<file path="config.mk">
export PLATFORM = sky130hd
export DESIGN_NAME = sb_rmw_ctrl
export DESIGN_NICKNAME = d
export VERILOG_FILES = /design/src/rtl/sb_rmw_ctrl.sv
export SDC_FILE = /design/constraint.sdc
export NUM_CORES = 1
export LEC_CHECK = 0
export BUFFER_PORTS_ARGS = -buffer_cell sky130_fd_sc_hd__buf_2
export CAP_MARGIN = 20
export CELL_PAD_IN_SITES_DETAIL_PLACEMENT = 1
export CELL_PAD_IN_SITES_GLOBAL_PLACEMENT = 2
export CORE_MARGIN = 2
export CORE_UTILIZATION = 35
export DETAILED_ROUTE_END_ITERATION = 6
export GPL_TIMING_DRIVEN = 0
export PLACE_DENSITY_LB_ADDON = 0.1
export SLEW_MARGIN = 20
export SYNTH_ARGS = -nofsm -noshare
export SYNTH_HDL_FRONTEND = slang
export SYNTH_SLANG_ARGS = --single-unit
</file>
<file path="constraint.sdc">
create_clock -name clk -period 7.7 [get_ports clk]
set_clock_uncertainty 0.15 [all_clocks]
set_input_delay 0.77 -clock clk [delete_from_list [all_inputs] [get_ports clk]]
set_output_delay 0.77 -clock clk [all_outputs]
set_load 0.01 [all_outputs]
</file>
<file path="src/rtl/sb_rmw_ctrl.sv">
// sb_rmw_ctrl -- load/store unit front end with read-modify-write byte stores.
//
// Handles lw/lb/lbu/sw/sb against a word-wide memory that has combinational
// read data. A byte store reads the containing word, merges the new byte
// into its lane and writes the whole word back. Lanes are little-endian:
// lane k holds bits 8k+7:8k.
//
// Optional feature (macro SB_RMW_MISALIGN_TRAP_EN):
//   When defined, a word access with addr[1:0] != 0 skips memory entirely.
//   It goes straight to RESP with o_resp_err=1 and leaves o_resp_rdata as it was.
//   When undefined, word accesses ignore addr[1:0] and o_resp_err is tied to 0.
//
// Ports:
//   clk, reset          clock; asynchronous active-high reset
//   i_req_valid         request present
//   o_req_ready         unit can accept a request (IDLE only)
//   i_req_we            1 = store, 0 = load
//   i_req_byte          1 = byte access, 0 = word access
//   i_req_unsigned      zero-extend (1) or sign-extend (0) on byte loads
//   i_req_addr          byte address
//   i_req_wdata         store data; byte stores use [7:0]
//   o_resp_valid        one-cycle completion pulse
//   o_resp_rdata        load result; held between loads
//   o_resp_err          misaligned-word error, qualified by o_resp_valid
//   o_mem_addr          word-aligned memory address (0 outside READ/WRITE)
//   o_mem_we            memory write enable
//   o_mem_wdata         memory write data (0 when o_mem_we is 0)
//   i_mem_rdata         combinational read data for o_mem_addr
module sb_rmw_ctrl #(
  parameter int ADDR_W = 32
) (
  input  logic              clk,
  input  logic              reset,
  input  logic              i_req_valid,
  output logic              o_req_ready,
  input  logic              i_req_we,
  input  logic              i_req_byte,
  input  logic              i_req_unsigned,
  input  logic [ADDR_W-1:0] i_req_addr,
  input  logic [31:0]       i_req_wdata,
  output logic              o_resp_valid,
  output logic [31:0]       o_resp_rdata,
  output logic              o_resp_err,
  output logic [ADDR_W-1:0] o_mem_addr,
  output logic              o_mem_we,
  output logic [31:0]       o_mem_wdata,
  input  logic [31:0]       i_mem_rdata
);

  localparam logic [1:0] S_IDLE  = 2'd0;
  localparam logic [1:0] S_READ  = 2'd1;
  localparam logic [1:0] S_WRITE = 2'd2;
  localparam logic [1:0] S_RESP  = 2'd3;

  logic [1:0]        r_state, w_state_nxt;
  logic              r_we, r_byte, r_uns;
  logic [ADDR_W-1:0] r_addr;
  logic [31:0]       r_wdata;
  logic [31:0]       r_word;       // word captured in READ for the merge
  logic [31:0]       r_rdata;
  logic              w_accept;
  logic              w_trap;
  logic [7:0]        w_lane;
  logic [31:0]       w_load_data;
  logic [31:0]       w_merged;

  assign w_accept = i_req_valid && (r_state == S_IDLE);

`ifdef SB_RMW_MISALIGN_TRAP_EN
  logic r_err;
  assign w_trap     = !i_req_byte && (i_req_addr[1:0] != 2'b00);
  assign o_resp_err = (r_state == S_RESP) && r_err;
`else
  assign w_trap     = 1'b0;
  assign o_resp_err = 1'b0;
`endif

  always_comb begin
    w_state_nxt = r_state;
    case (r_state)
      S_IDLE: begin
        if (w_accept) begin
          if (w_trap)                      w_state_nxt = S_RESP;
          else if (i_req_we && !i_req_byte) w_state_nxt = S_WRITE;
          else                             w_state_nxt = S_READ;
        end
      end
      S_READ:  w_state_nxt = r_we ? S_WRITE : S_RESP;
      S_WRITE: w_state_nxt = S_RESP;
      default: w_state_nxt = S_IDLE;
    endcase
  end

  // Lane pick from the live read data; only meaningful in READ.
  always_comb begin
    w_lane = 8'h00;
    case (r_addr[1:0])
      2'd0: w_lane = i_mem_rdata[7:0];
      2'd1: w_lane = i_mem_rdata[15:8];
      2'd2: w_lane = i_mem_rdata[23:16];
      default: w_lane = i_mem_rdata[31:24];
    endcase
  end

  always_comb begin
    w_load_data = i_mem_rdata;
    if (r_byte)
      w_load_data = r_uns ? {24'h0, w_lane} : {{24{w_lane[7]}}, w_lane};
  end

  // Replace only the addressed lane of the captured word.
  always_comb begin
    w_merged = r_word;
    case (r_addr[1:0])
      2'd0: w_merged[7:0]   = r_wdata[7:0];
      2'd1: w_merged[15:8]  = r_wdata[7:0];
      2'd2: w_merged[23:16] = r_wdata[7:0];
      default: w_merged[31:24] = r_wdata[7:0];
    endcase
  end

  always_ff @(posedge clk or posedge reset) begin
    if (reset) begin
      r_state <= S_IDLE;
      r_we    <= 1'b0;
      r_byte  <= 1'b0;
      r_uns   <= 1'b0;
      r_addr  <= '0;
      r_wdata <= '0;
      r_word  <= '0;
      r_rdata <= '0;
`ifdef SB_RMW_MISALIGN_TRAP_EN
      r_err   <= 1'b0;
`endif
    end else begin
      r_state <= w_state_nxt;
      if (w_accept) begin
        r_we    <= i_req_we;
        r_byte  <= i_req_byte;
        r_uns   <= i_req_unsigned;
        r_addr  <= i_req_addr;
        r_wdata <= i_req_wdata;
`ifdef SB_RMW_MISALIGN_TRAP_EN
        r_err   <= w_trap;
`endif
      end
      // A load result is committed at the end of READ, so it is visible in
      // RESP; stores only keep the word for the merge and leave r_rdata alone.
      if (r_state == S_READ) begin
        if (r_we) r_word  <= i_mem_rdata;
        else      r_rdata <= w_load_data;
      end
    end
  end

  // All memory-facing outputs decode from state so reset drops them at once.
  assign o_req_ready  = (r_state == S_IDLE);
  assign o_resp_valid = (r_state == S_RESP);
  assign o_resp_rdata = r_rdata;
  assign o_mem_we     = (r_state == S_WRITE);
  assign o_mem_addr   = ((r_state == S_READ) || (r_state == S_WRITE)) ?
                        {r_addr[ADDR_W-1:2], 2'b00} : '0;
  assign o_mem_wdata  = (r_state != S_WRITE) ? 32'h0 :
                        (r_byte ? w_merged : r_wdata);

endmodule
</file>
==> results of run 1 <==
-- metrics by stage --
stage                     total power, µW   util
after detailed placement             3230  0.432
after global placement               3150  0.430
after global routing                 4300  0.465
after floorplan                      2510      -
after CTS                            4070  0.465
final                                4020  0.465
-- power groups by stage --
stage	Combinational [µW]	Clock, µW	Sequential, µW
3_3_place_gp	1860	0	1290
3_5_place_dp	1910	0	1310
4_1_cts	1930	841	1300
2_1_floorplan	1250	0	1260
6_report	1900	825	1300
5_1_grt	2080	869	1340
-- per-layer routing --
metal | wire (µm) | vias to the layer above | track usage
li1 | - | 2432 | -
met1 | 9150 | 2688 | 0.278
met2 | 10500 | 166 | 0.369
met3 | 1130 | 28 | 0.0509
met4 | 331 | 0 | 0.0668
met5 | 0 | - | 0
-- path summary, 6_finish.rpt --
path                             from               to  slack (ps)
max reg2reg                r_state[0]       r_wdata[2]        5640
min in group clk           r_addr[10]       r_addr[10]         350
max                            r_byte  o_mem_wdata[30]        4510
max in group asynchronous       reset       r_word[11]        6470
min reg2reg                r_addr[10]       r_addr[10]         350
min                             reset        r_addr[3]         210
-- registers in the layout (all words and copies together), names as in the netlist --
name and cells:
r_byte 1, r_uns 1, r_wdata 32, r_addr 32, r_we 1, r_state 2
o_resp_rdata 32, r_word 32
-- cell type report --
class | instances | area (µm²)
timing repair buffer | 199 | 1020
clock inverter | 10 | 130
fill | 2077 | 9650
tap | 229 | 287
inverter | 5 | 26.3
sequential | 133 | 3330
antenna | 1 | 2.50
clock buffer | 21 | 460
buffer | 48 | 302
multi-input combinational | 377 | 2830
-- cell usage after synthesis (all sizes together) --
cell type / count / area, µm²
a31oi: 25 / 156
o21ai: 7 / 35.0
o21a: 5 / 37.5
mux4: 3 / 67.6
a211oi: 17 / 128
o221ai: 4 / 35.0
nor2b: 5 / 46.3
nand3: 11 / 67.6
conb: 1 / 3.75
nand4b: 1 / 23.8
nand2b: 3 / 18.8
buf: 33 / 245
clkbuf: 15 / 56.3
nand2: 35 / 131
nor2: 53 / 199
mux2: 101 / 1140
nand3b: 1 / 7.51
ha: 4 / 50.1
nor4bb: 1 / 10.0
a21oi: 39 / 195
and2: 30 / 188
dfrtp: 133 / 3330
o31ai: 1 / 7.51
a221oi: 4 / 35.0
inv: 5 / 18.8
a311oi: 8 / 70.1
mux2i: 16 / 160
-- cells by family after synthesis --
logic type | count (synthesis) | synth area share
AND/OR/NAND/NOR | 140 | 0.107
flip-flops | 133 | 0.515
multiplexers | 120 | 0.212
AO/OA/AOI/OAI | 110 | 0.108
buffers and inverters | 53 | 0.0495
adder cells (fa/ha/maj) | 4 | 0.00774
other | 1 | 0.000580
-- worst max-delay path, cell delays in order (launching register included) --
cell	delay (ps)
sky130_fd_sc_hd__dfrtp_1	330
sky130_fd_sc_hd__buf_4	210
sky130_fd_sc_hd__clkbuf_1	480
sky130_fd_sc_hd__nor2_1	130
sky130_fd_sc_hd__a311oi_1	490
sky130_fd_sc_hd__buf_2	230
==> impl_summary.md, run 1 <==
Status
The flow ran to the end, and the final reports show no timing, DRC or antenna violations.

Job
The number of max-cap violations is 0.

Synth
The count of different cell masters after synthesis is 34. Summing every instance area after synthesis gives 6470 µm². During synthesis, Yosys emitted a total of 0 warnings. Synthesis inferred 133 register bits.

Dividing the synthesized area by the synthesized cell count gives 11.5 µm². The register area share after synthesis is 0.515. Counting every instance in the synthesized netlist gives 561.

Power and ir drop
The total internal power is 2460 µW. Power spread over the standard cell area amounts to 480 nW/µm². Of the total power, registers draw 0.324. The worst-case IR drop observed on VDD is 0.210 mV. Of the total power, combinational logic draws 0.471.

The relative contribution of the clock network to total power is 0.205. Of the total power, the share spent switching nets is 0.388. The reported net switching power is 1560 µW. The leakage power is 0.00394 µW.

Timing
The final critical path time including I/O delays and setup is 3190 ps. The number of hold-slack violations in the final timing report is 0. The max-slew violation count is 0. The tightest slew margin relative to the limit is 0.616. At the pin with the least slew margin, the transition time is 577 ps. Setup repair after global routing left no endpoint under its margin. The number of failing setup endpoints in the final timing report is 0.

The achievable frequency is 313 MHz. The final hold slack is 212 ps. Setup slack closes at 4510 ps.

Of the available clock period, the critical path in the final layout requires 0.415. The total negative slack is 0 ps.

Clocking
The number of sinks handled by clock tree synthesis is 133. The maximum level of the CTS H-tree is 4. Clock-pin slew was measured on the worst setup and hold paths at 50 ps. The clock passes through at most 2 buffers. The post-CTS setup repair buffer count is 0. The number of cells upsized or downsized after cts is 0. The buffer cell driving the clock tree root is sky130_fd_sc_hd__clkbuf_16. TritonCTS built the clock tree. TritonCTS created 17 clock buffers.

Buffers inserted to repair hold after CTS numbered 0. The clock latency at the later pin of the worst-skew pair is 410 ps.

Global route
The via count of the first global-routing pass is 5803. The number of antenna violations at the first check in global routing is 0. Entering global routing, the biggest net connects 84 pins. The first-pass GRT wire length is 32500 µm. For this run, the total global-route usage over all layers was measured as 0.218. The overflow left after global routing is 0.

Routing
The total via count in the routed design is 5314. Dividing the detail-routed via count by the number of cells gives 5.19. The average wire per standard cell is 20.7 µm. The detailed-router iteration count before antenna repair is 4. The detailed router's first-iteration violation count is 244.

For this run, design rule violations remaining after detail routing come to 0. Once detail routing completed, the nets flagged for antenna violations numbered 0. The post-detailed-routing wire length is 21200 µm.

Setup path
The sort of element at the end of the critical path is an output port. The biggest fanout along the worst timing path is 10. Measured in cells, the most critical reg-to-reg path has a length of 6. Data on the critical path arrives at its endpoint at 2270 ps. The required time at the worst-slack endpoint is 6780 ps. The worst setup path is launched from a register. The critical path is of the register to output port type.

Final layout
The number of nets in the final layout is 887. Leaving out fill and tap cells, the most frequent cell in the layout is sky130_fd_sc_hd__buf_2. In the layout the commonest cells are 214 x sky130_fd_sc_hd__buf_2, 133 x sky130_fd_sc_hd__dfrtp_1, 99 x sky130_fd_sc_hd__mux2_2, 53 x sky130_fd_sc_hd__nor2_1, 39 x sky130_fd_sc_hd__a21oi_1.

After routing the design area is 8380 µm². The non-filler instance count after layout is 1023. The area added between synthesis and finish is 29.6%. The fraction of final layout cells sized beyond drive strength 1 is 0.468.

Floorplanning
For this configuration, the core starts out at a cell density of 0.359. The number of ports placed on the die boundary is 202. After floorplanning, the core was divided into 49 placement rows.

In this run the horizontal extent of the chip is 140 µm. The vertical die dimension is 140 µm. The core region area is 18000 µm². The die area is 19600 µm².

Placed design
The number of buffer cells added on primary ports is 198. At the end of routability-driven placement, the weighted congestion stood at 0.801. Prior to clock tree synthesis, the placed netlist has a worst setup slack of 4980 ps. Once placement completed, the tool counted placed cells totaling 991. In this run the cell area measured after placement is 7790 µm². Once detailed placement completed, the half-perimeter wirelength came to 16000 µm.

Worst hold path
The worst hold path belongs to the class primary input to asynchronous set/reset pin.
Power figures use the tool's default switching activity.
==> run 2: changes to the inputs <==
ABC_AREA = 1   (was not set)
CORE_UTILIZATION = 28   (was 35)
clock period = 2.6 ns   (was 7.7 ns; I/O delays follow)
==> run 2 against run 1 <==
Compared with the run above:
- combinational power grew to 3.0 times the previous value
- sequential share of layout area is 5.0 points lower
- hold slack worse by 200 ps
- sequential power rose to 2.9 times the previous value
- clock power grew to 3.3 times the previous value
- count of clock-buffer cells in the layout stayed put
- synthesized cell count is 21% higher
- cell count increased by 29%
- via count grew 12%
- core utilization down 4.4 points
- power increased to 3.1 times the previous value
- die area up 25%
- highest routed layer unchanged
==> impl_summary.md, run 2 <==
Synth
The dominant synthesized flop cell is sky130_fd_sc_hd__dfrtp_1. The mean instance size in the synthesized netlist is 9.64 µm². The number of different library cells used by synthesis comes to 27.

Counting flops with an async set or reset pin after synthesis yields a share of 1.00. The register area share after synthesis is 0.510. The synthesized design spends more area on one cell type than any other, namely sky130_fd_sc_hd__dfrtp_1.

During synthesis, Yosys emitted a total of 0 warnings. Synthesis inferred 133 register bits. The share of the synthesized area in the top cell type is 0.510. Yosys attributes the largest share of cell area to sky130_fd_sc_hd__dfrtp_1 51%, sky130_fd_sc_hd__mux2_2 16%, sky130_fd_sc_hd__nand2_1 6.8%, sky130_fd_sc_hd__inv_1 4.0%, sky130_fd_sc_hd__a21oi_1 3.2%. By count the netlist is led by 133 x sky130_fd_sc_hd__dfrtp_1, 119 x sky130_fd_sc_hd__nand2_1, 92 x sky130_fd_sc_hd__mux2_2. The most common cell in the netlist is sky130_fd_sc_hd__dfrtp_1. Counting flops with a built-in enable in the synthesized netlist gives 0. The post-synthesis instance total is 677.

The synthesized cell area is 6520 µm².

Setup path
At the worst endpoint, the required time is 2190 ps. The worst setup path is of the register to output port kind. In this run the worst path has a maximum fanout of 10. STA puts the critical path data arrival time at 2020 ps. The worst setup path is captured at an output port. The category of the worst setup path launch point is a register.

Routing
Summed over all layers, the routed wires come to 23000 µm. The total via count in the routed design is 5948. The detailed router's first-iteration violation count is 160.

The detail-routed via count per cell is 4.52. The residual DRC count is 0. The average wire per standard cell is 17.5 µm. The post-detailed-route count of antenna-violating nets is 0. The detailed-router iteration count before antenna repair is 4.

Clocking
The post-CTS setup repair buffer count is 0. The largest buffer count on any clock path is 2. The later pin in the worst-skew pair is clocked with a latency of 420 ps. The H-tree was split into 4 levels.

CTS placed an instance of sky130_fd_sc_hd__clkbuf_16 at the clock tree root. After clock tree synthesis, the clock-pin slew on the worst setup and hold paths is 70 ps. The TritonCTS clock tree is done.

The number of sinks handled by clock tree synthesis is 133. The number of clock buffers added by TritonCTS is 17.

Global route
Global routing finished with a remaining overflow of 0. The via count of the first global-routing pass came to 6553. The global-route usage over all layers is 0.196. The number of antenna violations at the first check in global routing is 0. Entering global routing, the biggest net connects 32 pins. The first-pass GRT wire length is 36500 µm.

Timing
Derived from the worst setup path, the maximum achievable clock frequency is 411 MHz. The max-slew violation count is 0. Setup repair after global routing left no endpoint under its margin. Of the available clock period, the critical path in the final layout requires 0.935. The total negative slack is 0 ps. Headroom to the max-slew limit came out at 0.619.

The slew of the pin with the lowest slew margin is 570 ps. The worst path needs 2430 ps of the cycle, external delays included. The number of failing setup endpoints in the final timing report is 0. The number of hold-slack violations in the final timing report is 0.

Floorplanning
The die area is 24500 µm². Measured along the x axis, the die boundary spans 157 µm. The floorplan row count is 55. The number of ports placed on the die boundary is 202. After floorplanning, the core was sized to cover 22800 µm².

The starting density of the core is 0.286. Measured along the y axis, the die boundary spans 157 µm.

Power and ir drop
The power density normalized to cell area is 1280 nW/µm². In this run the static leakage power is 0.00483 µW. The worst vdd rail ir drop is 0.475 mV. The design draws 12300 µW.

Final layout
The fraction of final layout cells sized beyond drive strength 1 is 0.382. The total inserted antenna cells is 0. The area added between synthesis and finish is 47.0%. After the last flow step, the layout net total stands at 1097. The library cell used most frequently in the layout, excluding fill and tap cells, is sky130_fd_sc_hd__buf_2. In the layout the commonest cells are 212 x sky130_fd_sc_hd__buf_2, 133 x sky130_fd_sc_hd__dfrtp_1, 119 x sky130_fd_sc_hd__nand2_1, 92 x sky130_fd_sc_hd__mux2_2, 91 x sky130_fd_sc_hd__dlygate4sd3_1. Fill cells in the final layout number 2615.

Placed design
Once detailed placement completed, the half-perimeter wirelength came to 17600 µm. The final RePlAce weighted congestion is 0.828. Port buffering added 198 buffers.

Worst hold path
The type of the most critical hold path is primary input to register.

Status
The flow ran to the end, and the final reports show no timing, DRC or antenna violations.

Job
The number of max-cap violations is 0.
==> run 2: metal layers <==
layer	track usage	wire (µm)
met1	0.233	9760
met2	0.346	11500
met3	0.0498	1250
met4	0.0677	501
met5	0	0
==> run 2: final cells by class <==
| type | instances | area, µm² | share of cell area |
|---|---|---|---|
| Multi-Input combinational cell | 431 | 2720 | 0.284 |
| Tap cell | 313 | 392 | 0.0408 |
| Timing Repair Buffer | 293 | 1980 | 0.207 |
| Buffer | 42 | 218 | 0.0227 |
| Sequential cell | 133 | 3330 | 0.347 |
| Clock buffer | 21 | 470 | 0.0491 |
| Inverter | 73 | 284 | 0.0296 |
| Clock inverter | 11 | 196 | 0.0205 |
==> run 2: cell families after synthesis <==
family,Yosys count,synth area share
compound gates,113,0.108
fa+ha+maj,4,0.00767
buf+inv,115,0.0750
flops,133,0.510
mux,92,0.159
other cells,1,0.000575
simple gates,219,0.140
==> run 2: metrics by stage <==
step / hold slack, ps / std cells / instance area, µm² / worst slack (ps) / utilization
after floorplan: 260 / 679 / 6540 / 539 / -
after global placement: 322 / 1190 / 7920 / -435 / 0.348
after detailed placement: 206 / 1194 / 8000 / 418 / 0.351
after CTS: 0.0513 / 1317 / 9580 / 21.5 / 0.420
after global routing: 14.5 / 1317 / 9590 / 15.2 / 0.421
final: 17.1 / 1317 / 9590 / 169 / 0.421
==> run 2: timing repair <==
item                                    4_1_cts  5_1_grt
endpoints found under the setup margin        0       27
hold buffers                                 91        0
hold endpoints to repair                    110        0
gates resized for setup                       0       10
==> run 2: path summary, 6_finish.rpt <==
path                       cells past startpoint          endpoint       startpoint  slack, ps
min in group asynchronous                      3       r_wdata[14]            reset        300
min                                            3  o_resp_rdata[30]  i_mem_rdata[30]         20
max in group asynchronous                      5        r_word[27]            reset       1250
min reg2reg                                    2   o_resp_rdata[2]  o_resp_rdata[2]        330
max                                            6    o_mem_wdata[7]       r_state[0]        170
max reg2reg                                    8  o_resp_rdata[17]       r_state[1]        470
==> run 2: worst max-delay path, stage by stage, from the launching register on <==
cell	delay [ps]
sky130_fd_sc_hd__dfrtp_1	400
sky130_fd_sc_hd__inv_1	110
sky130_fd_sc_hd__ha_1	320
sky130_fd_sc_hd__clkbuf_2	270
sky130_fd_sc_hd__o21ai_0	120
sky130_fd_sc_hd__nor2_1	210
sky130_fd_sc_hd__buf_2	180
==> run 2: report_power, final <==
| part | internal, µW | switching [µW] | leakage [µW] | total [µW] |
|---|---|---|---|---|
| combinational | 2420 | 3310 | 0.00296 | 5740 |
| clock | 1780 | 936 | 0.000320 | 2720 |
| sequential | 3150 | 673 | 0.00155 | 3820 |
